==> src/rtl/qspi_word_reader.sv <==
// qspi_word_reader: reads one little-endian 32-bit word from quad-SPI flash with command 0xEB.
// Optional QSPI_ALIGN_CHECK_EN rejects unaligned addresses with resp_err instead of touching the flash.
module qspi_word_reader #(
    parameter int DUMMY_CYCLES = 8
) (
    input  logic        clk,
    input  logic        rst,
    input  logic        req_valid,
    output logic        req_ready,
    input  logic [23:0] req_addr,
    output logic        resp_valid,
    output logic [31:0] resp_data,
    output logic        resp_err,
    output logic        qspi_ck_o,
    output logic        qspi_cs_o,
    output logic [3:0]  qspi_io_o,
    input  logic [3:0]  qspi_io_i,
    output logic        qspi_io_t
);
    localparam logic [2:0] IDLE = 3'd0, CMD = 3'd1, ADDR = 3'd2, DUMMY = 3'd3, DATA = 3'd4, DONE = 3'd5;
    localparam logic [7:0] CMD_BYTE = 8'hEB;
    logic [2:0]  state;
    logic        phase;
    logic [7:0]  cnt;
    logic [7:0]  last;
    logic [23:0] addr;
    logic [31:0] sr;
    logic        active;
    logic        state_end;
    assign last      = state == ADDR ? 8'd5 : state == DUMMY ? 8'(DUMMY_CYCLES - 1) : 8'd7;
    assign state_end = phase && cnt == last;
    assign active    = state == CMD || state == ADDR || state == DUMMY || state == DATA;
    assign req_ready  = state == IDLE;
    assign resp_valid = state == DONE;
    assign qspi_cs_o  = !active;
    assign qspi_ck_o  = active && phase;
    assign qspi_io_t  = state == CMD || state == ADDR;
    assign qspi_io_o  = state == CMD  ? {3'b110, CMD_BYTE[3'd7 - cnt[2:0]]} :
                        state == ADDR ? addr[23:20] : 4'h0;
`ifdef QSPI_ALIGN_CHECK_EN
    logic err;
    assign resp_err = err && state == DONE;
    always_ff @(posedge clk) begin
        if (rst) err <= 1'b0;
        else if (state == IDLE && req_valid) err <= req_addr[1:0] != 2'b00;
    end
`else
    assign resp_err = 1'b0;
`endif
    always_ff @(posedge clk) begin
        if (rst) begin
            state     <= IDLE;
            phase     <= 1'b0;
            cnt       <= 8'd0;
            addr      <= 24'd0;
            sr        <= 32'd0;
            resp_data <= 32'd0;
        end else if (state == IDLE) begin
            if (req_valid) begin
                addr <= req_addr;
`ifdef QSPI_ALIGN_CHECK_EN
                state <= req_addr[1:0] != 2'b00 ? DONE : CMD;
`else
                state <= CMD;
`endif
            end
        end else if (state == DONE) begin
            state <= IDLE;
        end else begin
            phase <= ~phase;
            if (phase) begin
                cnt <= state_end ? 8'd0 : cnt + 8'd1;
                if (state == ADDR) addr <= {addr[19:0], 4'h0};
                // Byte k of the word lands in [8k+7:8k]; within a byte the high nibble arrives first.
                if (state == DATA) sr[{cnt[2:1], ~cnt[0], 2'b00} +: 4] <= qspi_io_i;
                if (state_end) begin
                    state <= state == CMD ? ADDR : state == ADDR ? DUMMY : state == DUMMY ? DATA : DONE;
                    if (state == DATA) resp_data <= {sr[31:28], qspi_io_i, sr[23:0]};
                end
            end
        end
    end
endmodule
==> config.mk <==
export PLATFORM = sky130hd
export DESIGN_NAME = qspi_word_reader
export DESIGN_NICKNAME = d
export VERILOG_FILES = /design/src/rtl/qspi_word_reader.sv
export SDC_FILE = /design/constraint.sdc
export NUM_CORES = 1
export LEC_CHECK = 0
export BUFFER_PORTS_ARGS = -buffer_cell sky130_fd_sc_hd__buf_2
export CORE_MARGIN = 2
export CORE_UTILIZATION = 55
export CTS_CLUSTER_SIZE = 16
export DETAILED_ROUTE_END_ITERATION = 10
export PLACE_DENSITY = 0.79
export RECOVER_POWER = 25
export SLEW_MARGIN = 30
export SYNTH_ARGS = -nofsm -noshare
export SYNTH_HDL_FRONTEND = slang
export SYNTH_SLANG_ARGS = --single-unit
==> constraint.sdc <==
create_clock -name clk -period 2.7 [get_ports clk]
set_input_delay 0.54 -clock clk [delete_from_list [all_inputs] [get_ports clk]]
set_output_delay 0.54 -clock clk [all_outputs]
set_load 0.02 [all_outputs]
# Word level (Yosys, flattened, before mapping)
# Memory sizes are Yosys's and may differ from the RTL's.
# Index checks and enable logic that the tools add are counted.
# totals
romBits	8
mem_count	1
reg_bits	100
output_inout_bits	42
# classes
order_cmp	1
reduce_logical	17
shift	2
eq_ne	8
muxes	19
bitwise	4
n_addsub	3
# mem_list
name	words	width	read_ports	rd_clocked_by_memory_dff	wr	line_no	rtl
(no name shown)	8	1	1	0	0	38	assign qspi_io_o = state == CMD ? {3'b110, CMD_BYTE[3'd7 - cnt[2:0]]} :
# op_table
cell	count
$mux W24	5
$bwmux W32	1
$shift A4 B7 Y32 const A	1
$shiftx A4 B7 Y32	1
$mux W3	7
$add A8 B1 Y8 const B	1
$eq A8 B3 Y1	1
$mux W4	2
$mux W8	1
$reduce_and A4 Y1	2
$neg A5 Y7	1
$eq A3 B2 Y1 const B	2
$eq A3 B3 Y1 const B	2
$reduce_and A3 Y1	2
$reduce_bool A3 Y1	2
$reduce_and A5 Y1	1
$lt A3 B4 Y1 const B	1
$ne A2 B2 Y1 const B	2
$not A1 Y1	4
$reduce_bool A2 Y1	2
$eq A3 B1 Y1 const B	1
$logic_not A3 Y1	1
$logic_or A1 B1 Y1	3
$sub A3 B3 Y3 const A	1
5 further kinds	7

# Depth between registers and ports, before layout
# logic_depth
word_depth	8
depth_mapped	8

# Worst setup path before layout
# No wires, ideal clock.
# synth_timing
kind	reg2out
startpoint	register state[0]
endpoint	output qspi_ck_o
t_required_ns	2.160
path_stages_with_launch	7
setup_slack_ns	0.618
t_arrival_ns	1.542
cell_sequence	dfxtp_1 > buf_2 > nor3_1 > buf_2 > buf_2 > nand2b_1 > nor2_1
# synth_between
elab_chain_cells	5
elab_cells_between_ends	8
classes_between	eq/ne: 4; reduce/logical: 4
# synth_lines
element	line_no	rtl
from (decl)	22	logic [2:0] state;
from (signal assigned)	77	state <= state == CMD ? ADDR : state == ADDR ? DUMMY : state == DUMMY ? DATA : DONE;
$eq A3 B1 Y1 or $eq A3 B2 Y1 (tied branches)	32	assign active = state == CMD || state == ADDR || state == DUMMY || state == DATA;
$logic_or A1 B1 Y1 (2 in series)	32	
$logic_or A1 B1 Y1 (*)	32	
$logic_and A1 B1 Y1 (*)	36	assign qspi_ck_o = active && phase;
to (decl)	14	output logic qspi_ck_o,
# Every way passes the cells marked *; elsewhere a longest branch is shown, timed or not.

# Worst setup path in the final report
# layout_timing
startpoint	register state[1]
endpoint	output qspi_io_o[0]
# layout_between
elab_chain_cells	3
elab_cells_between_ends	4
classes_between	eq/ne: 2; mux: 2
# layout_lines
element	line_no	rtl
$eq A3 B2 Y1	39	state == ADDR ? addr[23:20] : 4'h0;
$mux W4	39	
$mux W4 (*)	38	
to (decl)	16	output logic [3:0] qspi_io_o,
# Marked as above.

==> flow_summary.yaml <==
logic_synthesis:
  yosysUniqueCellTypes: 39
  synth_seq_area_share_pct: 47.6
  avgSynthCellArea_um2: 8.66
  ys_seq_elements: 96
  syn-num-nets: 501
  syn-cell-area_mm2: 0.00404
  syn_inst: 466
  synth_warnings: 0
floorplanning:
  die_y_um: 89.7
  initial_core_util_pct: 56.2
  die-area_mm2: 0.00804
  ioPinCount: 73
  die_x_um: 89.7
  core.rowCount: 31
  core_mm2: 0.00718
timing:
  setup_viol: 0
  fin_crit_sh_pct: 91.6
  finClkSkew_ns: 0.0107
  tightest_slew_ns: 0.687
  slew_headroom_pct: 54.2
  fmax_mhz: 404
  timing.final.max_slew_violations: 0
  period_needed_ns: 2.47
  hold_violations: 0
  rsz0062_at_grt: "false"
  timing.setup.tns_ns: 0
clocking:
  cts_max_level: 3
  post_cts_resized: 0
  cts_setup_buffers: 0
  tritoncts: "done"
  clk_path_buf_depth: 2
  path_clk_slew_ns: 0.09
  postCtsHoldBufs: 0
  clockRootBuffer: "clkbuf_8"
  cts_buffers: 9
  cts_sinks: 96
  clock_latency_ns: 0.36
setup_path:
  cp_max_fo: 19
  cp_top_family: "flip-flops"
  crit_slowest_cell: "dfxtp_1"
  startpoint_type: "flip-flop"
  worst-endpoint-required_ns: 2.16
  path_buf_inv: 1
  max_stage_delay_ns: 0.51
  worstSetupEndpointType: "primary output"
  path_cells: "nand2b_1 -> a211oi_1 -> a21oi_1 -> nor2_1 -> buf_2"
  critPathKind: "flip-flop to primary output"
  cp.arrival_ns: 1.93
global_route:
  antenna_found_initial: 0
  gr-total-overflow: 0
  grt_usage_pct: 22.2
  grt_max_degree: 56
  grt_pass1_wl_mm: 13.8
  grt_pass1_vias: 2952
power:
  ir_drop_uv: 393
  p_leak_nw: 1.84
  power_density_mw_per_mm2: 549
detailed_routing:
  wl_mm: 8.57
  ant_nets: 0
  wl_per_cell_um: 13.9
  drc: 0
  num_vias: 3312
  dr.pass1.iters: 4
  avgViaCountPerCell: 5.36
  first_iter_violations: 142
finish:
  multi_input_area_mm2: 0.00192
  area_delta_synth_final_pct: 12.2
  seqCellArea_mm2: 0.00192
  layout-drive-gt1-share_pct: 11.9
  diodes: 0
  fillers: 652
  design_area_mm2: 0.00453
  fin_nets: 550
job:
  cap_violations: 0
place:
  port_buffers: 71
  hpwl_mm: 5.76
  routabilityCongestion: 0.826
  placed_area_mm2: 0.00441
outcome:
  status: "finished, final reports clean"
min_path:
  min_path_type: "primary input to flip-flop"
==> cell families after synthesis <==
group,after synthesis,share of synthesized area (%)
buf+inv,47,4.99
compound gates,100,15.1
simple gates,170,19.1
xor+xnor,8,1.92
fa+ha+maj,4,1.24
other cells,1,0.0929
flops,96,47.6
mux,40,9.92
==> synthesized netlist by cell type <==
master | instances | area (um2)
buf_4 | 3 | 22.5
o21ai_0 | 11 | 55.1
nor2b_1 | 2 | 12.5
or3_1 | 1 | 6.26
a21oi_1 | 50 | 250
and4_1 | 2 | 17.5
nand2b_1 | 7 | 43.8
o31a_1 | 1 | 8.76
xor2_2 | 1 | 16.3
mux2i_1 | 40 | 400
o2111a_1 | 1 | 11.3
o21ai_1 | 1 | 5.00
nor2_1 | 51 | 191
xnor2_1 | 3 | 26.3
and3_1 | 4 | 25.0
nand4b_1 | 1 | 8.76
nor3_1 | 5 | 25.0
a221oi_1 | 1 | 8.76
dfxtp_1 | 96 | 1920
xor2_1 | 4 | 35.0
o31ai_1 | 3 | 22.5
clkbuf_1 | 24 | 90.1
o2111ai_1 | 3 | 26.3
ha_1 | 4 | 50.1
buf_2 | 11 | 55.1
nor3b_1 | 2 | 15.0
o31ai_2 | 1 | 12.5
and2_1 | 2 | 12.5
nor4_1 | 2 | 12.5
conb_1 | 1 | 3.75
o211ai_1 | 4 | 30.0
nand4_1 | 4 | 25.0
o21a_1 | 2 | 15.0
nand2_1 | 68 | 255
nor3b_4 | 1 | 18.8
a211oi_1 | 22 | 165
nand3_1 | 16 | 80.1
and4b_1 | 2 | 20.0
inv_1 | 9 | 33.8
==> where the power goes <==
group	leakage (nW)	total (W)	switching, W	internal, W
logic	0.985	0.000201	0.000122	0.0000790
clock network	0.0785	0.000816	0.000486	0.000330
registers	0.778	0.00147	0.0000231	0.00144
==> path summary, 6_finish.rpt <==
check                      from             to  slack, ns  depth (start not counted)
hold / removal      req_addr[3]        addr[3]       0.43                          3
hold reg to reg   resp_data[10]  resp_data[10]       0.45                          2
setup reg to reg         cnt[1]         sr[11]       0.38                          7
setup / recovery       state[1]   qspi_io_o[0]       0.23                          5
==> flip-flops by register name, indices dropped and copies added (netlist names), named ones only <==
| signal | cells |
|---|---|
| state | 2 |
| resp_data | 32 |
| cnt | 8 |
| addr | 24 |
| sr | 28 |
| phase | 1 |
==> per-layer routing <==
| metal | vias up | part of all wire [%] | GRT usage, % |
|---|---|---|---|
| met5 | - | 0 | 0 |
| met4 | 0 | 1.5 | 8.01 |
| met3 | 10 | 2.5 | 4.57 |
| met2 | 49 | 49 | 35.7 |
| met1 | 1548 | 47 | 29.7 |
| li1 | 1705 | - | - |
==> layout make-up <==
type                            instances  share of cell area [%]
Timing Repair Buffer                   76                    8.07
Sequential cell                        96                    42.4
Clock buffer                           10                    2.82
Multi-Input combinational cell        323                    42.4
Tap cell                               99                    2.74
Clock inverter                          5                   0.746
Inverter                                9                   0.746
==> per-stage QoR <==
stage               setup WS, ns  instances  power (W)  hold WS [ns]  utilization [%]
global placement           0.629        603    0.00169         0.436             61.5
CTS                        0.231        618    0.00250         0.418             63.8
global route               0.109        618    0.00259         0.442             63.1
floorplan                  0.618        466    0.00164         0.433                -
finish                     0.227        618    0.00248         0.427             63.1
detailed placement         0.429        603    0.00170         0.442             61.5
==> worst min-delay path, delay by kind of cell <==
family	cells	cell delay [ns]
buffers and inverters	1	0.10
AOI/OAI and AO/OA	1	0.06
and+or+nand+nor	1	0.05
==> layout by cell type, fill, tap and decap left out, types with 3 or more instances in the layout <==
| cell | count |
|---|---|
| dfxtp_1 | 96 |
| nand2_1 | 68 |
| nor2_1 | 51 |
| a21oi_1 | 50 |
| mux2i_1 | 40 |
| buf_2 | 39 |
| clkbuf_1 | 33 |
| a211oi_1 | 21 |
| nand3_1 | 16 |
| o21ai_0 | 11 |
| inv_1 | 9 |
| clkbuf_8 | 9 |
| nand2b_1 | 7 |
| xor2_1 | 5 |
| nor3_1 | 4 |
| nand4_1 | 4 |
| and3_1 | 4 |
| o211ai_1 | 4 |
| ha_1 | 4 |
| buf_4 | 4 |
| o2111ai_1 | 3 |
| xnor2_1 | 3 |
| o31ai_1 | 3 |
(Power assumes the default switching activity.)
